[config.mk]
export PLATFORM = sky130hd
export DESIGN_NAME = regfile_sb
export DESIGN_NICKNAME = d
export VERILOG_FILES = /design/src/rtl/regfile_pkg.sv /design/src/rtl/regfile_sb_cnt.sv /design/src/rtl/regfile_sb.sv
export SDC_FILE = /design/constraint.sdc
export NUM_CORES = 2
export LEC_CHECK = 0
export ABC_AREA = 1
export CORE_MARGIN = 3
export CORE_UTILIZATION = 25
export DETAILED_ROUTE_END_ITERATION = 12
export PLACE_DENSITY_LB_ADDON = 0.08
export SLEW_MARGIN = 20
export SYNTH_ARGS = -nofsm -noshare
export SYNTH_HDL_FRONTEND = slang
export SYNTH_SLANG_ARGS = --single-unit
[constraint.sdc]
create_clock -name clk -period 7 [get_ports clk]
set_input_delay 1.75 -clock clk [delete_from_list [all_inputs] [get_ports clk]]
set_output_delay 1.75 -clock clk [all_outputs]
set_load 0.02 [all_outputs]
[src/rtl/regfile_pkg.sv]
`default_nettype none
// ============================================================================
// Module      : regfile_pkg
// Description : Shared constants and types for the scoreboarded register
//               file: default geometry, the hard-wired zero register index
//               and the scoreboard counter type.
// Revision    : 1.0 - initial release
// ============================================================================
package regfile_pkg;

    localparam int XLEN_DEF  = 32;
    localparam int NREGS_DEF = 32;
    localparam int CNTW_DEF  = 2;

    // Architectural register that always reads as zero and is never tracked.
    localparam int REG_ZERO  = 0;

    typedef logic [CNTW_DEF-1:0] sb_cnt_t;

endpackage
`default_nettype wire

[src/rtl/regfile_sb_cnt.sv]
`default_nettype none
// ============================================================================
// Module      : regfile_sb_cnt
// Description : One scoreboard entry: a saturating up/down counter of
//               in-flight writes to a single register.
//               Ports:
//                 clk, rst  - clock, synchronous active-high reset
//                 inc       - an issue targeting this register was accepted
//                 dec       - a writeback targets this register (raw hit)
//                 clr       - drop all tracking (pipeline flush)
//                 cnt       - current pending-write count
//                 uflow     - writeback hit while the count is already zero
// Revision    : 1.0 - initial release
// ============================================================================
module regfile_sb_cnt
    import regfile_pkg::*;
#(
    parameter int CNTW = CNTW_DEF
) (
    input  logic            clk,
    input  logic            rst,
    input  logic            inc,
    input  logic            dec,
    input  logic            clr,
    output logic [CNTW-1:0] cnt,
    output logic            uflow
);

    logic [CNTW-1:0] r_cnt;
    logic            w_empty;
    logic            w_full;
    logic            w_dec_ok;

    assign w_empty  = (r_cnt == '0);
    assign w_full   = &r_cnt;
    // A writeback only retires a pending write if one exists; otherwise it is
    // reported as an underflow and the count stays at zero.
    assign w_dec_ok = dec && !w_empty;
    assign uflow    = dec && w_empty;

    always_ff @(posedge clk) begin
        if (rst) begin
            r_cnt <= '0;
        end else if (clr) begin
            r_cnt <= '0;
        end else if (inc && !w_dec_ok) begin
            if (!w_full) begin
                r_cnt <= r_cnt + CNTW'(1);
            end
        end else if (w_dec_ok && !inc) begin
            r_cnt <= r_cnt - CNTW'(1);
        end
    end

    assign cnt = r_cnt;

endmodule
`default_nettype wire

[src/rtl/regfile_sb.sv]
`default_nettype none
// ============================================================================
// Module      : regfile_sb
// Description : Integer register file with NRD combinational read ports, one
//               rising-edge write port, hard-wired zero register and a
//               per-register pending-write scoreboard.
//               Optional macro REGFILE_SB_BYPASS_EN: same-cycle write data is
//               forwarded to matching read ports and the retiring write
//               clears rd_busy in the same cycle.
//               Ports:
//                 clk, rst            - clock, synchronous active-high reset
//                 rd_addr / rd_data   - packed read ports (k*AW / k*XLEN)
//                 rd_busy             - per-port pending-write flag
//                 we, wa, wd          - writeback port
//                 iss_valid, iss_rd   - destination issued from ID
//                 iss_ready           - scoreboard can accept iss_rd
//                 flush               - clear all pending-write tracking
//                 wb_err              - sticky writeback-without-issue error
//                 probe_data          - live value of register PROBE_IDX
// Revision    : 1.0 - initial release
// ============================================================================
module regfile_sb
    import regfile_pkg::*;
#(
    parameter int XLEN      = XLEN_DEF,
    parameter int NREGS     = NREGS_DEF,
    parameter int NRD       = 2,
    parameter int CNTW      = CNTW_DEF,
    parameter int PROBE_IDX = 7,
    localparam int AW       = $clog2(NREGS)
) (
    input  logic                clk,
    input  logic                rst,
    input  logic [NRD*AW-1:0]   rd_addr,
    output logic [NRD*XLEN-1:0] rd_data,
    output logic [NRD-1:0]      rd_busy,
    input  logic                we,
    input  logic [AW-1:0]       wa,
    input  logic [XLEN-1:0]     wd,
    input  logic                iss_valid,
    input  logic [AW-1:0]       iss_rd,
    output logic                iss_ready,
    input  logic                flush,
    output logic                wb_err,
    output logic [XLEN-1:0]     probe_data
);

    logic [XLEN-1:0] r_mem [NREGS];
    logic [CNTW-1:0] w_cnt [NREGS];
    logic [NREGS-1:0] w_uflow;
    logic            r_wb_err;
    logic            w_wr;
    logic            w_issue;

    assign w_wr      = we && (wa != AW'(REG_ZERO));
    assign iss_ready = !(iss_valid && (iss_rd != AW'(REG_ZERO)) && (&w_cnt[iss_rd]));
    assign w_issue   = iss_valid && iss_ready && (iss_rd != AW'(REG_ZERO));

    // ------------------------------------------------------------------
    // Register storage: entry 0 is cleared on reset and never written.
    // ------------------------------------------------------------------
    always_ff @(posedge clk) begin
        if (rst) begin
            for (int i = 0; i < NREGS; i++) begin
                r_mem[i] <= '0;
            end
        end else if (w_wr) begin
            r_mem[wa] <= wd;
        end
    end

    // ------------------------------------------------------------------
    // Scoreboard: one counter per non-zero register.
    // ------------------------------------------------------------------
    assign w_cnt[0]   = '0;
    assign w_uflow[0] = 1'b0;

    for (genvar r = 1; r < NREGS; r++) begin : g_cnt
        logic w_inc;
        logic w_dec;

        assign w_inc = w_issue && (iss_rd == AW'(r));
        assign w_dec = w_wr && (wa == AW'(r));

        regfile_sb_cnt #(
            .CNTW (CNTW)
        ) u_cnt (
            .clk   (clk),
            .rst   (rst),
            .inc   (w_inc),
            .dec   (w_dec),
            .clr   (flush),
            .cnt   (w_cnt[r]),
            .uflow (w_uflow[r])
        );
    end

    always_ff @(posedge clk) begin
        if (rst) begin
            r_wb_err <= 1'b0;
        end else if (|w_uflow) begin
            r_wb_err <= 1'b1;
        end
    end

    assign wb_err = r_wb_err;

    // ------------------------------------------------------------------
    // Read ports.
    // ------------------------------------------------------------------
    for (genvar k = 0; k < NRD; k++) begin : g_rd
        logic [AW-1:0]   w_a;
        logic [XLEN-1:0] w_q;
        logic            w_pend;

        assign w_a    = rd_addr[k*AW +: AW];
        assign w_pend = (w_cnt[w_a] != '0);

`ifdef REGFILE_SB_BYPASS_EN
        logic w_hit;

        assign w_hit = w_wr && (wa == w_a);
        assign w_q   = w_hit ? wd : r_mem[w_a];
        // The write landing this cycle retires the last outstanding write,
        // so the forwarded value is already final.
        assign rd_busy[k] = w_pend && !(w_hit && (w_cnt[w_a] == CNTW'(1)));
`else
        assign w_q        = r_mem[w_a];
        assign rd_busy[k] = w_pend;
`endif

        assign rd_data[k*XLEN +: XLEN] = (w_a == AW'(REG_ZERO)) ? '0 : w_q;
    end

    assign probe_data = r_mem[AW'(PROBE_IDX)];

endmodule
`default_nettype wire

; ---- Word level (Yosys, flattened, before mapping)
; Memories as Yosys holds them, arrays and structs flattened.
; Cells that the tools add are included.
[classes]
addsub = 62
magnitude_cmp = 3
n_eq_ne = 93
n_mux = 112
bitwise = 3
reduce_logical = 419
[op_table]
columns = operator, n
row1 = $mux W2, 99
row2 = $logic_and A1 B1 Y1, 191
row3 = $eq A5 B5 Y1 const B, 32
row4 = $reduce_and A2 Y1, 63
row5 = $mux W32, 3
row6 = $logic_not A1 Y1, 94
row7 = $eq A5 B4 Y1 const B, 16
row8 = $reduce_bool A2 Y1, 33
row9 = $add A2 B1 Y2 const B, 31
row10 = $logic_not A2 Y1, 31
row11 = $ne A2 B2 Y1 const B, 31
row12 = $sub A2 B1 Y2 const B, 31
row13 = $eq A5 B3 Y1 const B, 8
row14 = $reduce_or A32 Y1, 1
row15 = $reduce_or A31 Y1, 1
row16 = $bmux W2 S5, 3
row17 = $eq A5 B2 Y1 const B, 4
row18 = $ge A6 B6 Y1 const B, 3
row19 = $not A5 Y6, 3
row20 = $eq A5 B1 Y1 const B, 2
row21 = $logic_not A5 Y1, 2
row22 = $reduce_bool A5 Y1, 2
row23 = $mux W1, 6
row24 = $mux W5, 1
row25 = $reduce_or A2 Y1, 1
[word_totals]
ff_bits = 63
mem_bits_rw = 1024
output_inout_bits = 100
wordCells = 725
n_memories = 1
[mem_list]
columns = memory, depth, width, read_ports, rd_ports_with_merged_regs, write_ports, line_no
row1 = r_mem, 32, 32, 3, 0, 32, regfile_sb.sv:48  ; logic [XLEN-1:0] r_mem [NREGS];

; ---- Longest topological paths before layout
[depth]
word_depth = 14
depth_mapped = 18

; ---- By module
; Synthesis repeated with hierarchy kept, for this count alone.
[hier_totals]
hier_cells = 7369
hier_area_um2 = 60453.0
[by_module_without_submodules]
columns = module, instances, cells_each, area_each_um2
row1 = regfile_sb, 1, 6810, 56837.0
row2 = regfile_sb_cnt at g_cnt[10].u_cnt ..., 30, 18, 116.4
row3 = regfile_sb_cnt at g_cnt[2].u_cnt, 1, 19, 125.1

; ---- Least setup slack after synthesis
; No wires, ideal clock.
[synth_timing]
path_kind = input port to output port
from = input port rd_addr[1]
to = output port rd_data[10]
arrival_ns = 3.344
path_slack_ns = 1.906
stages = 9
cell_sequence = buf_2 inv_2 buf_2 buf_2 clkbuf_1 o211ai_1 nand3_1 o211ai_1 a31oi_1
[synth_via]
elab_chain_len = 2
elab_cells_between_ends = 3
[synth_rtl]
columns = item, line_no
row1 = start: declaration, regfile_sb.sv:34  ; input logic [NRD*AW-1:0] rd_addr,
row2 = $mem_v2 Z32 W32 / $logic_not A5 Y1 (equally long branches), -
row3 = $mux W32 *, regfile_sb.sv:132  ; assign rd_data[k*XLEN +: XLEN] = (w_a == AW'(REG_ZERO)) ? '0 : w_q;
row4 = end: declaration, regfile_sb.sv:35  ; output logic [NRD*XLEN-1:0] rd_data,
; Every way passes the cells marked *; elsewhere a longest branch is shown, timed or not.

; ---- Worst setup path in the final report
[layout_timing]
from = input port rd_addr[5]
to = output port rd_data[60]
; Same word-level chain as after synthesis.

==> results.sh <==
export IMPL_status="completed"
export IMPL_drt_iter0_drc=6433
export IMPL_path_cells="clkdlybuf4s50_1 -> inv_1 -> nand2_4 -> buf_12 -> buf_4 -> o21ai_0 -> o21ai_0 -> nand3_1 -> o21ai_0 -> nor2_1 -> buf_4"
export IMPL_ys_top_cells_by_area="edfxtp_1 52%, nor2_1 8.7%, nand2_1 7.7%"
export IMPL_synthCells=7037
export IMPL_die_h_um=492
export IMPL_synth_edf_count=1024
export IMPL_net_switching_power_w=0.00509
export IMPL_ys_flop_type="edfxtp_1"
export IMPL_grt_max_degree=97
export IMPL_cp_start_kind="input pin"
export IMPL_ir_worst_vdd_mv=0.187
export IMPL_power_w=0.0172
export IMPL_setup_ws_ns=0.0809
export IMPL_final_max_slew_viol_count=0
export IMPL_clock_latency_ns=0.81
export IMPL_drive_gt1_share_pct=9.04
export IMPL_synth_seq_area_share_pct=54.3
export IMPL_preCtsSetupSlack_ns=-0.218
export IMPL_cts_path_max_buffers=3
export IMPL_grt_pass1_vias=52300
export IMPL_initial_core_util_pct=25.2
export IMPL_slowest_delay_ns=0.75
export IMPL_synth_top_cell_area_share_pct=52.1
export IMPL_yosysWarnings=0
export IMPL_netlist_top_cell_by_area="edfxtp_1"
export IMPL_gp_congestion=0.831
export IMPL_ios=157
export IMPL_pwr_share_comb_pct=14.6
export IMPL_synthesis_area_um2=59000
export IMPL_hold_depth=4
export IMPL_fin_nets=7088
export IMPL_rows=177
export IMPL_io_buffer_count=156
export IMPL_sw_frac_of_total_pct=29.6
export IMPL_ys_types=40
export IMPL_setup_viol=0
export IMPL_overflow=0
export IMPL_drv_cap=0
export IMPL_grt_pass1_wl_um=428000
export IMPL_r2r_cells=13
export IMPL_vias=54300
export IMPL_tightest_slew_ns=1.15
export IMPL_fin_crit_ns=6.92
export IMPL_fin_crit_sh_pct=98.8
export IMPL_critPathMostFrequentCell="o21ai_0"
export IMPL_drt_vias_per_instance=5.28
export IMPL_crit_path_end_kind="output pin"
export IMPL_slew_headroom_pct=23.1
export IMPL_async_flop_share_pct=0
export IMPL_rsz0062_at_grt="false"
export IMPL_crit_required_ns=5.25
export IMPL_pwr_share_clk_pct=41.0
export IMPL_path_class="input pin to output pin"
export IMPL_drc_errors=0
export IMPL_hold_class="register to register"
export IMPL_crit_path_top_delay_cell="clkdlybuf4s50_1"
export IMPL_syn_to_final_growth_pct=18.3
export IMPL_clock_sinks=1087
export IMPL_power_frac_seq_pct=44.4
export IMPL_tritoncts="built"
export IMPL_grt_total_usage_pct=24.9
export IMPL_max_freq_mhz=145
export IMPL_cts_hold_buffers=0
export IMPL_place_hpwl_um=189000
export IMPL_power_density_nw_per_um2=247
export IMPL_clk_pin_slew_ns=0.05
export IMPL_post_cts_buffers=0
export IMPL_fin_skew_ns=0.0360
export IMPL_coreArea_um2=234000
export IMPL_wl_per_cell_um=30.2
export IMPL_crit_arrival_ns=5.17
export IMPL_die_width_um=492
export IMPL_synth_seq_cells=1087
export IMPL_drtPass1Iterations=7
export IMPL_clock_root_buffer="clkbuf_16"
export IMPL_antenna_found_initial=12
export IMPL_power_leakage_nw=26.7
export IMPL_h_tree_depth=4
export IMPL_whs_ns=0.568
export IMPL_hold_viol=0
export IMPL_cts_resized=2
export IMPL_crit_fanout=28
export IMPL_synth_area_per_cell_um2=8.38
export IMPL_final_util_pct=29.8
export IMPL_power_internal_w=0.0121
export IMPL_antenna_left=0
export IMPL_fp_dieArea_um2=242000
export IMPL_routed_wl_um=310000
export IMPL_cts_made_buffers=141
==> worst max-delay path, delay by kind of cell <==
family / cells / cell delay, ns
buffers and inverters: 5 / 1.67
AO/OA/AOI/OAI: 3 / 1.03
AND/OR/NAND/NOR: 3 / 0.63
==> cells in the final DEF (no fill, tap or decap), types with 63 or more instances in the layout <==
cell / count
buf_12: 77
clkbuf_16: 144
nor2_1: 1357
nand3_1: 391
o211ai_1: 246
nand2_1: 1165
edfxtp_1: 1024
inv_1: 570
a21oi_1: 344
a22oi_1: 78
o21ai_0: 646
dfxtp_1: 63
o22ai_1: 117
o221ai_1: 84
clkdlybuf4s50_1: 83
buf_4: 269
==> cell families (layout without fill, tap and decap cells) <==
| kind of cell | Yosys count | count (layout) | synth area share, % |
|---|---|---|---|
| mux | 1 | 1 | 0.0170 |
| other cells | 1 | 34 | 0.00636 |
| simple gates | 3093 | 3093 | 21.1 |
| flops | 1087 | 1087 | 54.3 |
| buf+inv | 1203 | 1272 | 7.92 |
| compound gates | 1652 | 1652 | 16.7 |
==> path summary, 6_finish.rpt <==
path / slack, ns / endpoint / from
setup / recovery: 0.08 / rd_data[60] / rd_addr[5]
hold / removal: 0.57 / g_cnt[12].u_cnt.cnt[1] / g_cnt[12].u_cnt.cnt[1]
setup reg to reg: 4.47 / g_cnt[3].u_cnt.cnt[0] / g_cnt[13].u_cnt.cnt[1]
hold reg to reg: 0.57 / g_cnt[12].u_cnt.cnt[1] / g_cnt[12].u_cnt.cnt[1]
==> power by group through the flow <==
| stage | combinational, W | clock [W] | sequential, W |
|---|---|---|---|
| 2_1_floorplan | 0.00118 | 0 | 0.00771 |
| 3_3_place_gp | 0.00251 | 0 | 0.00777 |
| 3_5_place_dp | 0.00250 | 0 | 0.00776 |
| 4_1_cts | 0.00251 | 0.00720 | 0.00763 |
| 5_1_grt | 0.00265 | 0.00745 | 0.00767 |
| 6_report | 0.00251 | 0.00706 | 0.00764 |
==> registers in the layout, summed over array words and instances (netlist names) <==
signal and cells:
g_cnt.u_cnt.cnt 62, wb_err 1, r_mem 1024
==> final cells by class <==
cell class              instances  area [um^2]
clock inverters                60          459
inverters                     589         2250
repair buffers                434         4430
fillers                     24500       164000
flip-flops and latches       1087        32000
multi-input cells            4778        22800
well taps                    3132         3920
clock buffers                 189         3840
diodes                          2         5.00
==> cells in the mapped netlist, types with 4 or more instances <==
cell	instances
nor2_1	1362
nand2_1	1213
edfxtp_1	1024
o21ai_0	648
inv_1	579
clkbuf_1	465
nand3_1	407
a21oi_1	344
o211ai_1	246
o22ai_1	117
o221ai_1	84
a22oi_1	78
buf_2	77
dfxtp_1	63
buf_1	61
a31oi_1	59
nand4_1	48
nor3_1	30
a22o_1	28
a221oi_1	21
nand3_2	17
o21ai_1	12
buf_4	7
inv_2	7
or2_2	7
o2111ai_1	6
and2_1	4
buf_6	4
==> per-stage QoR <==
| step | instance area, um^2 | TNS, ns | instances |
|---|---|---|---|
| 5_1_grt | 69700 | 0 | 10300 |
| 3_5_place_dp | 65400 | -0.402 | 10000 |
| 3_3_place_gp | 65400 | -0.358 | 10000 |
| 4_1_cts | 69700 | 0 | 10300 |
| 6_report | 69700 | 0 | 10300 |
| 2_1_floorplan | 59100 | 0 | 7068 |
==> metal layers <==
metal | GRT usage [%] | vias up | share of wire [%]
met5 | 0 | - | 0.0042
li1 | - | 24100 | -
met1 | 34.9 | 27200 | 45
met2 | 39.7 | 2510 | 45
met3 | 3.27 | 470 | 6.5
met4 | 8.19 | 2 | 3.5
Note: power is estimated with default switching activity, not from simulation.
